[config.mk]
export PLATFORM = sky130hd
export DESIGN_NAME = threemux_arbiter
export DESIGN_NICKNAME = d
export VERILOG_FILES = /design/src/rtl/threemux_pkg.sv /design/src/rtl/threemux_arbiter_rr_pick3.sv /design/src/rtl/threemux_arbiter.sv
export SDC_FILE = /design/constraint.sdc
export NUM_CORES = 1
export LEC_CHECK = 0
export ABC_AREA = 0
export ABC_CLOCK_PERIOD_IN_PS = 3300
export CAP_MARGIN = 10
export CORE_MARGIN = 10
export CORE_UTILIZATION = 55
export DETAILED_ROUTE_END_ITERATION = 12
export PLACE_DENSITY = 0.85
export SYNTH_ARGS = -nofsm -noshare
export SYNTH_HDL_FRONTEND = slang
export SYNTH_SLANG_ARGS = --single-unit
[constraint.sdc]
create_clock -name clk -period 3.3 [get_ports clk]
set_clock_uncertainty 0.15 [all_clocks]
set_input_delay 0.33 -clock clk [delete_from_list [all_inputs] [get_ports clk]]
set_output_delay 0.33 -clock clk [all_outputs]
set_load 0.02 [all_outputs]
[src/rtl/threemux_pkg.sv]
`default_nettype none
// +------------------------------------------------------------------+
// | threemux_pkg: shared types and constants for threemux_arbiter    |
// | Rev 1.0                                                          |
// +------------------------------------------------------------------+
package threemux_pkg;

    typedef enum logic [1:0] {
        ST_IDLE   = 2'd0,
        ST_SETTLE = 2'd1,
        ST_GRANT  = 2'd2
    } state_t;

    localparam logic [1:0] REQ_A = 2'd0;
    localparam logic [1:0] REQ_B = 2'd1;
    localparam logic [1:0] REQ_D = 2'd2;

    // Select pairs are {s, s1}; D only defines s1, s keeps its old value
    localparam logic [1:0] SEL_A    = 2'b11;
    localparam logic [1:0] SEL_B    = 2'b01;
    localparam logic       SEL_D_S1 = 1'b0;

    function automatic logic [1:0] next_idx(input logic [1:0] idx);
        return (idx >= REQ_D) ? REQ_A : idx + 2'd1;
    endfunction

    function automatic logic [1:0] sel_for(input logic [1:0] idx, input logic s_prev);
        case (idx)
            REQ_A:   return SEL_A;
            REQ_B:   return SEL_B;
            default: return {s_prev, SEL_D_S1};
        endcase
    endfunction

endpackage
`default_nettype wire

[src/rtl/threemux_arbiter_rr_pick3.sv]
`default_nettype none
// +------------------------------------------------------------------+
// | rr_pick3: first asserted request scanning ptr, ptr+1, ptr+2      |
// | Rev 1.0                                                          |
// +------------------------------------------------------------------+
module rr_pick3
    import threemux_pkg::*;
(
    input  logic [2:0] req,
    input  logic [1:0] ptr,
    output logic [2:0] win,
    output logic [1:0] win_idx
);

    logic [1:0] w_idx0;
    logic [1:0] w_idx1;
    logic [1:0] w_idx2;

    always_comb begin
        w_idx0  = (ptr > REQ_D) ? REQ_A : ptr;
        w_idx1  = next_idx(w_idx0);
        w_idx2  = next_idx(w_idx1);
        win     = 3'b000;
        win_idx = REQ_A;
        if (req[w_idx0]) begin
            win_idx = w_idx0;
            win     = 3'b001 << w_idx0;
        end else if (req[w_idx1]) begin
            win_idx = w_idx1;
            win     = 3'b001 << w_idx1;
        end else if (req[w_idx2]) begin
            win_idx = w_idx2;
            win     = 3'b001 << w_idx2;
        end
    end

endmodule
`default_nettype wire

[src/rtl/threemux_arbiter.sv]
`default_nettype none
// +------------------------------------------------------------------+
// | threemux_arbiter: round-robin owner of the shared threemux path  |
// | Rev 1.0                                                          |
// +------------------------------------------------------------------+
module threemux_arbiter
    import threemux_pkg::*;
#(
    parameter int SETTLE_CYCLES = 1,
    parameter int HOLD_MAX      = 8
) (
    input  logic       clk,
    input  logic       rst,
    input  logic [2:0] req,
    output logic [2:0] gnt,
    output logic       s,
    output logic       s1,
    output logic       out_valid,
    output logic       busy
);

    localparam int SW = (SETTLE_CYCLES > 0) ? $clog2(SETTLE_CYCLES + 1) : 1;
    localparam int HW = (HOLD_MAX > 0) ? $clog2(HOLD_MAX + 1) : 1;
    localparam logic [SW-1:0] SETTLE_LOAD = SW'(SETTLE_CYCLES);
    localparam logic [HW-1:0] HOLD_LIMIT  = HW'(HOLD_MAX);
    // The first valid cycle already counts toward the hold budget
    localparam logic [HW-1:0] HOLD_FIRST  = (HOLD_MAX > 0) ? HW'(1) : '0;

    state_t        r_state;
    logic [1:0]    r_ptr;
    logic [1:0]    r_win_idx;
    logic [SW-1:0] r_settle_cnt;
    logic [HW-1:0] r_hold_cnt;

    logic [2:0]    w_pick_req;
    logic [1:0]    w_pick_ptr;
    logic [2:0]    w_pick_win;
    logic [1:0]    w_pick_idx;
    logic          w_owner_req;
    logic          w_hold_expired;
    logic          w_release;
    logic          w_start;

    // While busy the picker looks past the current owner for a successor
    always_comb begin
        w_owner_req    = |(req & gnt);
        w_hold_expired = (HOLD_MAX != 0) && (r_hold_cnt == HOLD_LIMIT) && (|(req & ~gnt));
        w_release      = ((r_state == ST_SETTLE) && !w_owner_req) ||
                         ((r_state == ST_GRANT) && (!w_owner_req || w_hold_expired));
        w_pick_ptr     = busy ? next_idx(r_win_idx) : r_ptr;
        w_pick_req     = busy ? (req & ~gnt) : req;
        w_start        = ((r_state == ST_IDLE) && (|req)) || (w_release && (|w_pick_req));
    end

    rr_pick3 u_pick (
        .req     (w_pick_req),
        .ptr     (w_pick_ptr),
        .win     (w_pick_win),
        .win_idx (w_pick_idx)
    );

    always_ff @(posedge clk) begin
        if (rst) begin
            r_state      <= ST_IDLE;
            r_ptr        <= REQ_A;
            r_win_idx    <= REQ_A;
            r_settle_cnt <= '0;
            r_hold_cnt   <= '0;
            gnt          <= 3'b000;
            s            <= 1'b0;
            s1           <= 1'b0;
            out_valid    <= 1'b0;
            busy         <= 1'b0;
        end else begin
            if (w_release) begin
                r_ptr      <= w_pick_ptr;
                r_hold_cnt <= '0;
                r_state    <= ST_IDLE;
                gnt        <= 3'b000;
                out_valid  <= 1'b0;
                busy       <= 1'b0;
            end else if (r_state == ST_SETTLE) begin
                if (r_settle_cnt <= SW'(1)) begin
                    r_state    <= ST_GRANT;
                    out_valid  <= 1'b1;
                    r_hold_cnt <= HOLD_FIRST;
                end else begin
                    r_settle_cnt <= r_settle_cnt - SW'(1);
                end
            end else if ((r_state == ST_GRANT) && (r_hold_cnt != HOLD_LIMIT)) begin
                r_hold_cnt <= r_hold_cnt + HW'(1);
            end

            // A new grant overrides the release defaults above
            if (w_start) begin
                gnt       <= w_pick_win;
                r_win_idx <= w_pick_idx;
                {s, s1}   <= sel_for(w_pick_idx, s);
                busy      <= 1'b1;
                if (SETTLE_CYCLES == 0) begin
                    r_state    <= ST_GRANT;
                    out_valid  <= 1'b1;
                    r_hold_cnt <= HOLD_FIRST;
                end else begin
                    r_state      <= ST_SETTLE;
                    out_valid    <= 1'b0;
                    r_settle_cnt <= SETTLE_LOAD;
                end
            end
        end
    end

endmodule
`default_nettype wire
After elaboration in Yosys (flattened, before gate mapping)
Cells that the tools add are included.

cells by class
  $add $sub $neg = 5
  order comparisons = 8
  equal/unequal tests = 8
  shift-type cells = 3
  muxes and demuxes = 34
  bitwise gates (word level) = 3
  reductions and logical operators = 29

operators with widths
  operator                                                               number
  3-bit two-way mux                                                      6
  2-bit two-way mux                                                      8
  3-bit OR reduction                                                     5
  1-bit two-way mux                                                      13
  4-bit two-way mux                                                      3
  2-bit by 3-bit < comparator with 1-bit output, second input constant   3
  1-bit by 2-bit << shifter with 3-bit output, first input constant      3
  2-bit AND reduction                                                    4
  2-bit nonzero test                                                     4
  2-bit by 1-bit adder with 2-bit output, second input constant          3
  3-bit AND                                                              2
  1-bit binary-select mux with 2-bit select                              3
  2-bit greater-or-equal comparator, second input constant               3
  1-bit logical AND                                                      6
  3-bit nonzero test                                                     2
  4-bit by 1-bit adder with 4-bit output, second input constant          1
  2-bit by 1-bit equality test with 1-bit output, second input constant  2
  4-bit equality test, second input constant                             1
  2-bit zero test                                                        2
  2-bit by 1-bit != test with 1-bit output, second input constant        2
  4-bit != test, second input constant                                   1
  2-bit case mux with 2 select lines                                     1
  1-bit logical OR                                                       3
  3-bit inverter                                                         1
  8 further kinds                                                        8

storage, ports and cells
  flip-flop bits (word level) = 17
  bits of input ports = 5
  output and inout bits = 7
  logic and storage cells = 100

Depth between registers and ports, before layout
Gate-level depths: netlist of run 1.

  word-level depth = 17
  gate-level depth with buffers = 12
  mapped depth without buffers = 10

Modules after synthesis
A second synthesis of run 1 with hierarchy kept.

unflattened totals
  cells, all modules = 154
  area, all modules = 1,154.9 sq um

by module, submodules not included
  module            instances  cells each  area each (sq um)
  threemux_arbiter  1          112         860.8
  rr_pick3          1          42          294.0

Worst setup path before layout of run 1
OpenSTA, ideal clock, no wires.

  path kind = reg-to-reg
  start point = register busy
  end point = register s
  data arrival time = 2.532 ns
  required time = 3.034 ns
  slack = 0.503 ns
  cell stages (with the launch flop) = 10
  clock period less this slack = 2.797 ns
  path through = dfxtp_1 > buf_4 > mux2_2 > inv_1 > ha_1 > nor2_1 > a22o_2 > or2_0 > a2111o_1 > a31o_1

on the way
  longest elaborated chain between the ends = 15

RTL lines
  what                                                                                                line                             RTL
  start, declared                                                                                     threemux_arbiter.sv:19           output logic busy
  start signal, assigned                                                                              threemux_arbiter.sv:73           busy <= 1'b0;
  start signal, assigned                                                                              threemux_arbiter.sv:81           busy <= 1'b0;
  start signal, assigned                                                                              threemux_arbiter.sv:99           busy <= 1'b1;
  2-bit two-way mux *                                                                                 threemux_arbiter.sv:50           w_pick_ptr = busy ? next_idx(r_win_idx) : r_ptr;
  named net u_pick.ptr[0]                                                                             threemux_arbiter_rr_pick3.sv:10  input logic [1:0] ptr,
  2-bit greater-than comparator                                                                       threemux_arbiter_rr_pick3.sv:20  w_idx0 = (ptr > REQ_D) ? REQ_A : ptr;
  2-bit two-way mux *                                                                                 threemux_arbiter_rr_pick3.sv:20
  2-bit by 1-bit adder with 2-bit output / 2-bit greater-or-equal comparator (equally long branches)  threemux_pkg.sv:24               return (idx >= REQ_D) ? REQ_A : idx + 2'd1;
  2-bit two-way mux                                                                                   threemux_pkg.sv:24
  2-bit by 1-bit adder with 2-bit output / 2-bit greater-or-equal comparator (equally long branches)  threemux_pkg.sv:24
  2-bit two-way mux                                                                                   threemux_pkg.sv:24
  1-bit binary-select mux with 2-bit select                                                           threemux_arbiter_rr_pick3.sv:31  end else if (req[w_idx2]) begin
  1-bit two-way mux (implied by the code)                                                             threemux_arbiter_rr_pick3.sv:31
  2-bit two-way mux                                                                                   threemux_arbiter_rr_pick3.sv:31
  2-bit two-way mux                                                                                   threemux_arbiter_rr_pick3.sv:28  end else if (req[w_idx1]) begin
  2-bit two-way mux *                                                                                 threemux_arbiter_rr_pick3.sv:25  if (req[w_idx0]) begin
  2-bit by 1-bit equality test with 1-bit output / 2-bit zero test (equally long branches)            threemux_pkg.sv:28               case (idx)
  2-bit nonzero test (no line)                                                                        -
  2-bit AND reduction (no line)                                                                       -
  end signal, assigned                                                                                threemux_arbiter.sv:98           {s, s1} <= sel_for(w_pick_idx, s);
  end, declared                                                                                       threemux_arbiter.sv:16           output logic s,

Mark *: on every way through the listed nets, which the timed path passes. The rest lies on a longest branch. The select of a mux whose other input is x is not followed.
A chain may end at the register's enable or synchronous reset.

Final worst setup path of run 1
Ends and elaborated chain as after synthesis.

==> reports/results.txt, run 1 <==
status: completed
Max Cap Viol: 0
Max H-tree Level: 1
cts repair resizes: 0
worst-case reg-to-reg path depth: 8
utilization after layout: 64.60%
RSZ-0062 raised after global routing: no
fillcell total: 181
Top Ports: 12
Initial Utilization: 57.78%
critical path endpoint: s$_SDFFE_PP0P_
CP Capture Type: flop
wire length per cell: 15.13 µm
distinct cell type count after synthesis: 49
nets: 161
routed vias/inst: 6.109
critical-path cell list: mux2_2 > inv_1 > ha_1 > nor2_1 > a22o_2 > or2_0 > a2111o_1 > a31o_1
Post-CTS Setup Repair Bufs: 0
proportion of power drawn by the clock network: 8.2%
ys async rst share: 0%
antenna violations before repair: 0
TritonCTS Buffers: 3
post-synthesis register bit count: 16
Clock Tree Buf Depth: 2
worst r2r src: busy$_SDFFE_PP0P_
Port Buffer Count: 11
Gate power share: 64.0%
crit path DAT: 2.99 ns
DIE WIDTH: 65.40 µm
Worst Tran Pin Value: 0.7982 ns
worst r2r dst: s$_SDFFE_PP0P_
Routed Antenna Nets: 0
CTS Sinks: 16
pwr/cell area: 952.3 mW/mm²
Internal: 633.4 µW
Post-synth EDFFs: 0
setup ws final: 0.3409 ns
Setup WS pre-CTS: 0.3862 ns
mean post-synth cell area: 8.155 µm²
slowest CP cell: dfxtp_1
synth warn: 0
DP HPWL: 2.037 mm
Die Y: 65.40 µm
clk root buf: clkbuf_4
ys flop type: dfxtp_1
clock latency on the worst-skew pair: 0.28 ns
Buffers & Inverters on Critical Path: 1
Setup crit start: busy$_SDFFE_PP0P_
Sw Share: 47.52%
post-synthesis sequential area ratio: 28.26%
fin crit share: 89.67%
layout cell share with drive strength beyond 1: 12.84%
vias in the first global route: 1,000
hold_buf cts: 0
Crit Path Max Fanout: 9
routability cong.: 0.9104
sequential power share: 27.8%
setup TNS: 0 ns
Clk pin slew, worst setup/hold paths: 0.09 ns
drt pass-1 iters: 4
FP Rows: 16
CP required: 3.33 ns
stages on the worst setup path: 8
via count: 1,069
startpoint types: flop
Setup Crit Path Kind: reg -> reg
final setup vio count: 0
max_slew headroom: 46.30%
CP delay by family, top: compound AO/OA/AOI/OAI gates
first-pass GRT wire length: 4.464 mm
1st-iter DRT viols: 86
Final Critical Period: 2.959 ns
reg2reg setup slack: 0.34 ns
Slew Viols, Final: 0
Post-Route WL: 2.648 mm
Placeable Area: 0.001962 mm²
FMAX: 0.3379 GHz
area of the mapped netlist: 0.001134 mm²
fin area: 0.001267 mm²
gr ovfl total: 0
antenna cell count: 0
Hold Crit Class: reg -> reg
largest stage delay on the critical path: 0.51 ns
largest net degree at the start of global routing: 14
Area after DPL: 0.001245 mm²
most common cell after layout, fill and taps aside: nand2_1
Syn Inst Count: 139
P_sw: 573.7 µW
CTS tree: yes
die area: 0.004277 mm²
Peak supply drop: 507.6 µV
Post-Syn Nets: 150
final hold vios: 0
Overall Global Routing Usage: 12.73%
P&R area growth vs syn: 11.81%
# DRC: 0
Leakage: 0.0004570 µW
most frequent cells in the layout: 17 x nand2_1, 16 x dfxtp_1, 13 x nor2_1
==> kinds of logic after synthesis <==
family / Yosys count / synth area share [%]
compound gates: 43 / 30.35
flops: 16 / 28.26
buf+inv: 15 / 6.181
simple gates: 56 / 25.83
mux: 3 / 2.759
fa+ha+maj: 6 / 6.622
==> power groups by stage <==
stage               Clock [µW]  Combinational [µW]  Sequential [µW]
floorplan                    0                 571              340
global placement             0                 737              334
detailed placement           0                 766              338
CTS                        102                 770              334
global route               116                 855              345
finish                    99.1                 772              336
==> cell usage after synthesis (all sizes together), types with 2 or more instances <==
| cell type | n | area share [%] |
|---|---|---|
| ha | 6 | 6.6 |
| o21ai | 7 | 3.1 |
| nand2 | 17 | 5.6 |
| inv | 10 | 3.3 |
| nand2b | 3 | 1.7 |
| or2 | 3 | 1.7 |
| nand3 | 6 | 2.6 |
| nor3 | 3 | 1.8 |
| a31oi | 2 | 2.4 |
| a21oi | 9 | 4.0 |
| or2b | 3 | 2.3 |
| nor4 | 2 | 1.1 |
| a21boi | 3 | 2.6 |
| dfxtp | 16 | 28 |
| o22ai | 2 | 1.1 |
| mux2i | 2 | 1.8 |
| a211oi | 2 | 1.3 |
| clkbuf | 4 | 2.2 |
| a221oi | 2 | 1.5 |
| nor2 | 13 | 4.3 |
==> routing by layer <==
| layer | share of wire [%] | global-route usage, % | up-vias | wire [µm] |
|---|---|---|---|---|
| li1 | - | - | 534 | - |
| met1 | 43 | 15.38 | 495 | 1146 |
| met4 | 0.76 | 5.348 | 0 | 20 |
| met3 | 5.1 | 2.881 | 2 | 134 |
| met5 | 0 | 0 | - | 0 |
| met2 | 51 | 21.10 | 38 | 1347 |
==> registers in the layout (all words and copies together) (netlist names) <==
name / count
gnt: 3
r_state: 2
r_win_idx: 2
s: 1
r_ptr: 2
s1: 1
busy: 1
r_hold_cnt: 4
==> how the worst min path moves through the flow <==
stage | from | endpoint | slack (ns) | cells after the start
2_1_floorplan | r_win_idx[0]$_SDFFE_PP0P_ | r_win_idx[0]$_SDFFE_PP0P_ | 0.30 | 2
3_3_place_gp | s1$_SDFFE_PP0P_ | s1$_SDFFE_PP0P_ | 0.30 | 2
3_5_place_dp | s1$_SDFFE_PP0P_ | s1$_SDFFE_PP0P_ | 0.31 | 2
4_1_cts | s1$_SDFFE_PP0P_ | s1$_SDFFE_PP0P_ | 0.32 | 2
5_1_grt | r_win_idx[0]$_SDFFE_PP0P_ | r_win_idx[0]$_SDFFE_PP0P_ | 0.36 | 2
6_report | s1$_SDFFE_PP0P_ | s1$_SDFFE_PP0P_ | 0.32 | 2
==> through the flow <==
step           total power, µW  hold WS (ns)  cells
2_1_floorplan            910.9        0.2974    139
3_3_place_gp              1071        0.2982    172
3_5_place_dp              1104        0.3105    172
4_1_cts                   1206        0.3237    175
5_1_grt                   1316        0.3581    175
6_report                  1207        0.3218    175
==> final cells by class <==
cell class | count | area, µm² | share of cell area (%)
tap | 27 | 33.78 | 2.665
sequential | 16 | 320.3 | 25.27
clock buffer | 3 | 22.52 | 1.777
inverter | 10 | 37.54 | 2.961
timing repair buffer | 11 | 110.1 | 8.687
multi-input combinational | 108 | 743.2 | 58.64
==> tightest hold or removal path, cell delays in order, from the launching register on <==
cell and delay, ns:
dfxtp_1 0.32, nand2_1 0.05, a21oi_1 0.06
(Power assumes the default switching activity.)
==> inputs of run 2 (changes only) <==
--- a/config.mk
+++ b/config.mk
@@ -11,6 +11,7 @@
 export CORE_MARGIN = 10
 export CORE_UTILIZATION = 55
 export DETAILED_ROUTE_END_ITERATION = 12
+export HOLD_SLACK_MARGIN = 0.03
 export PLACE_DENSITY = 0.85
 export SYNTH_ARGS = -nofsm -noshare
 export SYNTH_HDL_FRONTEND = slang
==> results of run 2 <==
Final layout, timing and power as in run 1 (identical DEF).
